[src/rtl/pipe_ctrl.sv]
`default_nettype none
// ============================================================================
// Module   : pipe_ctrl
// Brief    : Fetch/decode/execute sequencing controller. Brings the pipeline
//            up in stages, detects load-use and HI/LO hazards from the decode
//            fields, inserts execute bubbles, and tracks mult/div busy time.
// Revision : 1.0  initial release
// ============================================================================
module pipe_ctrl #(
    parameter int MULT_LAT = 4,
    parameter int DIV_LAT  = 32,
    parameter int CNT_W    = 6
) (
    input  logic       clock,
    input  logic       reset,
    input  logic       run,
    input  logic       dec_valid,
    input  logic [5:0] dec_opcode,
    input  logic [4:0] dec_rs,
    input  logic [4:0] dec_rt,
    input  logic [5:0] dec_func,
    output logic       enable_fetch,
    output logic       enable_decode,
    output logic       enable_execute,
    output logic       bubble,
    output logic       issue,
    output logic       stall_load,
    output logic       stall_md,
    output logic       md_busy
);

    typedef enum logic [1:0] {
        IDLE  = 2'd0,
        FILL1 = 2'd1,
        FILL2 = 2'd2,
        RUN   = 2'd3
    } state_t;

    localparam logic [CNT_W-1:0] c_mult_lat = CNT_W'(MULT_LAT);
    localparam logic [CNT_W-1:0] c_div_lat  = CNT_W'(DIV_LAT);

    state_t             state_q, state_d;
    logic [CNT_W-1:0]   md_count_q, md_count_d;
    logic               ex_load_valid_q, ex_load_valid_d;
    logic [4:0]         ex_load_rt_q, ex_load_rt_d;

    logic w_rtype, w_uses_rs, w_uses_rt, w_is_load, w_is_mult, w_is_div;
    logic w_is_md, w_is_hilo, w_stall_load, w_stall_md, w_md_busy;

    // Instruction classification and hazard terms from the decode fields
    always_comb begin
        w_rtype   = (dec_opcode == 6'b000000);
        w_is_hilo = w_rtype && (dec_func == 6'b010000 || dec_func == 6'b010010);
        w_is_mult = w_rtype && (dec_func == 6'b011000 || dec_func == 6'b011001);
        w_is_div  = w_rtype && (dec_func == 6'b011010 || dec_func == 6'b011011);
        w_is_md   = w_is_mult || w_is_div;
        w_is_load = (dec_opcode == 6'b100011) || (dec_opcode == 6'b100000) ||
                    (dec_opcode == 6'b100100);

        // Shifts-by-immediate, HI/LO moves, J/JAL and LUI carry no rs source
        w_uses_rs = (dec_rs != 5'd0) &&
                    !(w_rtype && (dec_func == 6'b000000 || dec_func == 6'b000010 ||
                                  dec_func == 6'b000011 || w_is_hilo)) &&
                    !(dec_opcode == 6'b000010 || dec_opcode == 6'b000011 ||
                      dec_opcode == 6'b001111);

        // rt is a source for most R-types, stores and compare branches
        w_uses_rt = (dec_rt != 5'd0) &&
                    ((w_rtype && !(w_is_hilo || dec_func == 6'b001000 ||
                                   dec_func == 6'b001001)) ||
                     dec_opcode == 6'b101011 || dec_opcode == 6'b101000 ||
                     dec_opcode == 6'b000100 || dec_opcode == 6'b000101);

        w_md_busy    = (md_count_q != '0);
        w_stall_load = dec_valid && ex_load_valid_q &&
                       ((w_uses_rs && dec_rs == ex_load_rt_q) ||
                        (w_uses_rt && dec_rt == ex_load_rt_q));
        w_stall_md   = dec_valid && w_md_busy && (w_is_hilo || w_is_md);
    end

    // Next state and per-state outputs; reset forces every output low
    always_comb begin
        state_d        = state_q;
        enable_fetch   = 1'b0;
        enable_decode  = 1'b0;
        enable_execute = 1'b0;
        bubble         = 1'b0;
        issue          = 1'b0;
        stall_load     = 1'b0;
        stall_md       = 1'b0;
        md_busy        = w_md_busy;

        case (state_q)
            IDLE: begin
                if (run) state_d = FILL1;
            end
            FILL1: begin
                enable_fetch = 1'b1;
                state_d      = run ? FILL2 : IDLE;
            end
            FILL2: begin
                enable_fetch  = 1'b1;
                enable_decode = 1'b1;
                state_d       = run ? RUN : IDLE;
            end
            RUN: begin
                stall_load     = w_stall_load;
                stall_md       = w_stall_md;
                enable_fetch   = !(w_stall_load || w_stall_md);
                enable_decode  = !(w_stall_load || w_stall_md);
                enable_execute = 1'b1;
                bubble         = w_stall_load || w_stall_md || !dec_valid;
                issue          = !(w_stall_load || w_stall_md || !dec_valid);
                if (!run) state_d = IDLE;
            end
            default: state_d = IDLE;
        endcase

        if (reset) begin
            enable_fetch   = 1'b0;
            enable_decode  = 1'b0;
            enable_execute = 1'b0;
            bubble         = 1'b0;
            issue          = 1'b0;
            stall_load     = 1'b0;
            stall_md       = 1'b0;
            md_busy        = 1'b0;
        end
    end

    // Load tracking for the execute stage and the HI/LO busy countdown
    always_comb begin
        ex_load_valid_d = 1'b0;
        ex_load_rt_d    = ex_load_rt_q;
        if (issue && w_is_load) begin
            ex_load_valid_d = 1'b1;
            ex_load_rt_d    = dec_rt;
        end

        // Keeps counting in every state so an in-flight divide drains
        md_count_d = md_count_q;
        if (issue && w_is_mult)      md_count_d = c_mult_lat;
        else if (issue && w_is_div)  md_count_d = c_div_lat;
        else if (w_md_busy)          md_count_d = md_count_q - CNT_W'(1);
    end

    // State and tracking registers
    always_ff @(posedge clock) begin
        if (reset) begin
            state_q         <= IDLE;
            md_count_q      <= '0;
            ex_load_valid_q <= 1'b0;
            ex_load_rt_q    <= 5'd0;
        end else begin
            state_q         <= state_d;
            md_count_q      <= md_count_d;
            ex_load_valid_q <= ex_load_valid_d;
            ex_load_rt_q    <= ex_load_rt_d;
        end
    end

endmodule
`default_nettype wire

[config.mk]
export PLATFORM = sky130hd
export DESIGN_NAME = pipe_ctrl
export DESIGN_NICKNAME = d
export VERILOG_FILES = /design/src/rtl/pipe_ctrl.sv
export SDC_FILE = /design/constraint.sdc
export NUM_CORES = 1
export LEC_CHECK = 0
export ABC_AREA = 1
export BUFFER_PORTS_ARGS = -buffer_cell sky130_fd_sc_hd__buf_4
export CAP_MARGIN = 10
export CORE_ASPECT_RATIO = 1.5
export CORE_UTILIZATION = 47
export DETAILED_ROUTE_END_ITERATION = 12
export PLACE_DENSITY = 0.87
export SLEW_MARGIN = 20
export SYNTH_ARGS = -nofsm -noshare
export SYNTH_HDL_FRONTEND = slang
export SYNTH_SLANG_ARGS = --single-unit
[constraint.sdc]
create_clock -name clock -period 1.64 [get_ports clock]
set_input_delay 0.164 -clock clock [delete_from_list [all_inputs] [get_ports clock]]
set_output_delay 0.164 -clock clock [all_outputs]
set_load 0.02 [all_outputs]
======== Yosys cells after proc, flatten, opt, wreduce, memory -nomap -nowiden ========
Index checks and enable logic that the tools add are counted.
operators by class
  eq/ne operators ......................... 27
  add/subtract/negate cells ............... 1
  muxes and demuxes ....................... 24
  reductions and logical operators ........ 56
operator list
  operator                                             number
  equality test 6 x 5 -> 1 bit, second input constant  6
  equality test 6 bit, second input constant           5
  equality test 6 x 2 -> 1 bit, second input constant  4
  logical OR 1 bit                                     21
  equality test 6 x 4 -> 1 bit, second input constant  3
  logical AND 1 bit                                    17
  2-to-1 mux 1 bit                                     14
  equality test 6 x 3 -> 1 bit, second input constant  2
  zero test 6 bit                                      2
  2-to-1 mux 6 bit                                     2
  equality test 5 bit                                  2
  nonzero test 5 bit                                   2
  2-to-1 mux 2 bit                                     4
  case mux 2 bit (4 select lines)                      1
  zero test 1 bit                                      6
  nonzero test 6 bit                                   1
  subtractor 6 x 1 -> 6 bit, second input constant     1
  equality test 2 bit, second input constant           2
  != test 2 bit, second input constant                 2
  case mux 1 bit (2 select lines)                      2
  OR reduction 2 bit                                   2
  2-to-1 mux 3 bit                                     1
  nonzero test 3 bit                                   1
  OR reduction 3 bit                                   1
  4 further kinds                                      4
word-level totals
  register bits after elaboration ......... 14
  output and inout port bits .............. 8
  logic and storage cells ................. 114
  input bits .............................. 26

======== Logic depth before layout (Yosys ltp) ========
  depth in word-level cells ............... 23
  depth in mapped cells ................... 16
  depth with buffers taken out ............ 15

======== Least setup slack after synthesis ========
No wires, ideal clock.
  path kind ............................... register to output
  from .................................... register md_count_q[0]
  to ...................................... output port enable_fetch
  required time ........................... 1476 ps
  cell stages (with the launch flop) ...... 11
  path slack .............................. -383 ps
  arrival time ............................ 1859 ps
  path buffers ............................ 0
  cell sequence ........................... dfxtp_1 inv_1 ha_1 inv_1 nor2_2 nand4_2 nand4_2 inv_1 a21oi_1 nand2_1 a211oi_1
between the ends
  cells in the longest elaborated chain, start to end .. 7
ends and longest elaborated chain
  element                          RTL line  source
  from (decl)                      43        logic [CNT_W-1:0] md_count_q, md_count_d;
  from (signal assigned)           156       md_count_q <= md_count_d;
  nonzero test 6 bit               74        w_md_busy = (md_count_q != '0);
  logical AND 1 bit (2 in a row)   78        w_stall_md = dec_valid && w_md_busy && (w_is_hilo || w_is_md);
  logical OR 1 bit                 109       enable_fetch = !(w_stall_load || w_stall_md);
  zero test 1 bit                  109
  case mux 1 bit (2 select lines)  93        case (state_q)
  2-to-1 mux 1 bit                 119       if (reset) begin
  to (decl)                        22        output logic enable_fetch,
No other way between the ends.

======== Worst setup path in the final report ========
  from .................................... register md_count_q[1]
  to ...................................... output port enable_fetch
Same word-level chain as after synthesis.

==> results.json <==
{
  "yosys-top-cells-area": "dfxtp_1 23%, inv_1 12%, nand2_1 11%, nor2_1 10%, ha_1 6.0%",
  "path_cells": "inv_2, ha_4, inv_2, nor2_4, nand4_4, nand4_4, inv_2, a21oi_2, nand2_2, a211oi_4, buf_6",
  "switching_share_pct": 39.8,
  "setup_viol": 16,
  "grt_use_met3_pct": 4.74,
  "end_kind": "primary output",
  "worst_slack_ps": -335,
  "die_h_um": 64.9,
  "worstPathMaxFanout": 2,
  "stdcell_count": 291,
  "synthCells": 202,
  "path_buf_inv": 4,
  "wl_per_cell_um": 12.2,
  "p_per_area_nw_per_um2": 838,
  "crit_required_ps": 1480,
  "gp_congestion": 0.867,
  "use_met2_pct": 53.4,
  "vias_per_cell": 5.13,
  "ios": 34,
  "synth_top_area_share_pct": 22.6,
  "slew_viol_final": 0,
  "portBuffers": 33,
  "grt_overflow_total": 0,
  "path_delay_family": "simple AND/OR/NAND/NOR gates",
  "dp_slack_ps": -125,
  "grt_pass1_wl_um": 5840,
  "initial_core_util_pct": 50.1,
  "antenna_cells": 0,
  "cp-start-kind": "flop",
  "power_frac_clock_pct": 15.8,
  "yosys_warnings": 0,
  "syn2layout_area_growth_pct": 58.6,
  "p_leak_uw": 0.000977,
  "wl_um": 3540,
  "switchingPower_uw": 655,
  "path_class": "reg2out",
  "drc_errors": 1,
  "vdd_drop_max_v": 0.000551,
  "grt.busiest_layer": "met2",
  "cp_slowest_cell": "dfxtp_2",
  "die-area_sq_um": 2850,
  "power_uw": 1650,
  "first_global_vias": 1555,
  "pwr-share-comb_pct": 57.7,
  "clk_pin_slew_ps": 90,
  "ys_seq_area_share_pct": 22.6,
  "cap_violations": 0,
  "num_vias": 1493,
  "gr-usage-met1_pct": 23.3,
  "finalHoldViolCount": 0,
  "hpwl_um": 2490,
  "syn_nets": 234,
  "yosysUniqueCellTypes": 27,
  "track_usage_pct": 26.8,
  "maxSlewHeadroom_pct": 43.5,
  "cts_inserted_buffers": 3,
  "antenna_found_initial": 0,
  "die_w_um": 44.0,
  "cts_max_level": 1,
  "design_area_sq_um": 1970,
  "yosys.area.top_type": "dfxtp_1",
  "fin_crit_sh_pct": 120,
  "fin_worst_skew_ps": 2.40,
  "intPower_uw": 993,
  "clock_sinks": 14,
  "critPathMaxStageDelay_ps": 340,
  "arrival_ps": 1810,
  "utilization_pct": 79.4,
  "placed_cells": 278,
  "tritoncts": "yes",
  "yosys_register_bits": 14,
  "run_status": "complete, but fails checks",
  "firstDrtPassIters": 8,
  "grt_max_degree": 10,
  "pwr-share-seq_pct": 26.5,
  "syn_area_per_cell_sq_um": 6.14,
  "placed_cell_area_sq_um": 1710,
  "ant_nets": 0,
  "hold_path.class": "in2reg",
  "nets": 300,
  "core_sq_um": 2480,
  "drive_above_1_share_pct": 44.9,
  "worst_path_most_repeated_cell": "inv_2",
  "cts_buffer_depth": 2,
  "root_buffer": "clkbuf_4",
  "max_freq_mhz": 506,
  "worst_pin_slew_ps": 839,
  "rsz0062_at_grt": "true",
  "syn-cell-area_sq_um": 1240,
  "period_minus_slack_ps": 1980,
  "violations": "design-rule violations, negative setup slack",
  "row_count": 22,
  "drt_iter0_drc": 35,
  "clock_latency_ps": 290
}
## power by group through the flow
stage               sequential, uW  clock (uW)  combinational [uW]
global route                   443         283                1030
global placement               439           0                 682
detailed placement             441           0                 703
CTS                            437         262                 780
floorplan                      436           0                 469
finish                         437         260                 951
## cell families after synthesis
family / after synthesis / share of synthesized area [%]
DFF: 14 / 22.6
adders and majority gates: 6 / 6.05
buffers and inverters: 46 / 14.5
AOI/OAI and AO/OA: 21 / 8.87
xor gates and xnor gates: 7 / 4.94
and+or+nand+nor: 108 / 43.0
## cell usage after synthesis
library cell,n
a211oi_1,1
a21oi_1,10
buf_6,1
clkinv_1,1
dfxtp_1,14
ha_1,6
inv_1,40
inv_2,4
nand2_1,37
nand2_2,3
nand2_4,1
nand3_1,11
nand3_2,1
nand4_1,5
nand4_2,2
nand4_4,1
nor2_1,34
nor2_2,5
nor2_4,2
nor3_1,2
nor3b_2,1
nor4_1,3
o21a_1,1
o21ai_0,6
o21ai_1,3
xnor2_1,2
xor2_1,5
## cell usage in the layout (no fill, tap or decap), drive strengths merged
cell type and count:
clkinv 1, nor3 2, nand4 8, nand2 41, nor3b 1, nor2 42
xnor2 2, nor4 3, nand3 12, inv 44, a211oi 1, xor2 5
clkbuf 4, buf 61, o21ai 9, ha 6, a21oi 10, o21a 1
dfxtp 14
## per-layer routing
layer | share of wire (%) | vias to the layer above | routed length, um
met4 | 4.3 | 0 | 151
met3 | 2.7 | 16 | 97
met2 | 57 | 37 | 2010
met5 | 0 | - | 0
met1 | 36 | 681 | 1290
li1 | - | 759 | -
## worst register-to-register path, delay by kind of cell (launching register included)
kind | cells | cell delay, ps
and+or+nand+nor | 8 | 810
adders and majority gates | 1 | 140
buffers and inverters | 4 | 400
DFF | 1 | 340
## area by class of cell
cell class	count	area (sq um)
Multi-Input combinational cell	143	926
Timing Repair Buffer	61	515
Fill cell	160	509
Sequential cell	14	292
Inverter	45	169
Clock buffer	4	36.3
Tap cell	24	30.0
## final timing paths
check | start | end | slack (ps) | cells past startpoint
max | md_count_q[1]$_SDFFE_PP0N_ | enable_fetch | -340 | 11
min reg2reg | ex_load_rt_q[0]$_SDFFE_PP0P_ | ex_load_rt_q[0]$_SDFFE_PP0P_ | 520 | 2
max reg2reg | md_count_q[1]$_SDFFE_PP0N_ | ex_load_rt_q[2]$_SDFFE_PP0P_ | -130 | 13
min | reset | md_count_q[2]$_SDFFE_PP0P_ | 100 | 2
## registers in the layout (all words and copies together), names as in the netlist
signal / cells
ex_load_rt_q: 5
ex_load_valid_q: 1
md_count_q: 6
state_q: 2
## what timing repair did
action | CTS | global route
gates resized for setup | 24 | 19
pin swaps | 12 | 9
hold buffers | 0 | 0
setup buffers | 5 | 5
setup endpoints to repair | 17 | 19
gates cloned | 1 | 0
## per-stage QoR
stage | TNS [ps] | hold slack [ps]
6_report | -2220 | 101
5_1_grt | -4430 | 90.4
4_1_cts | -2170 | 97.6
3_5_place_dp | -769 | 408
3_3_place_gp | -352 | 408
2_1_floorplan | -100 | 233
Power figures use the tool's default switching activity.
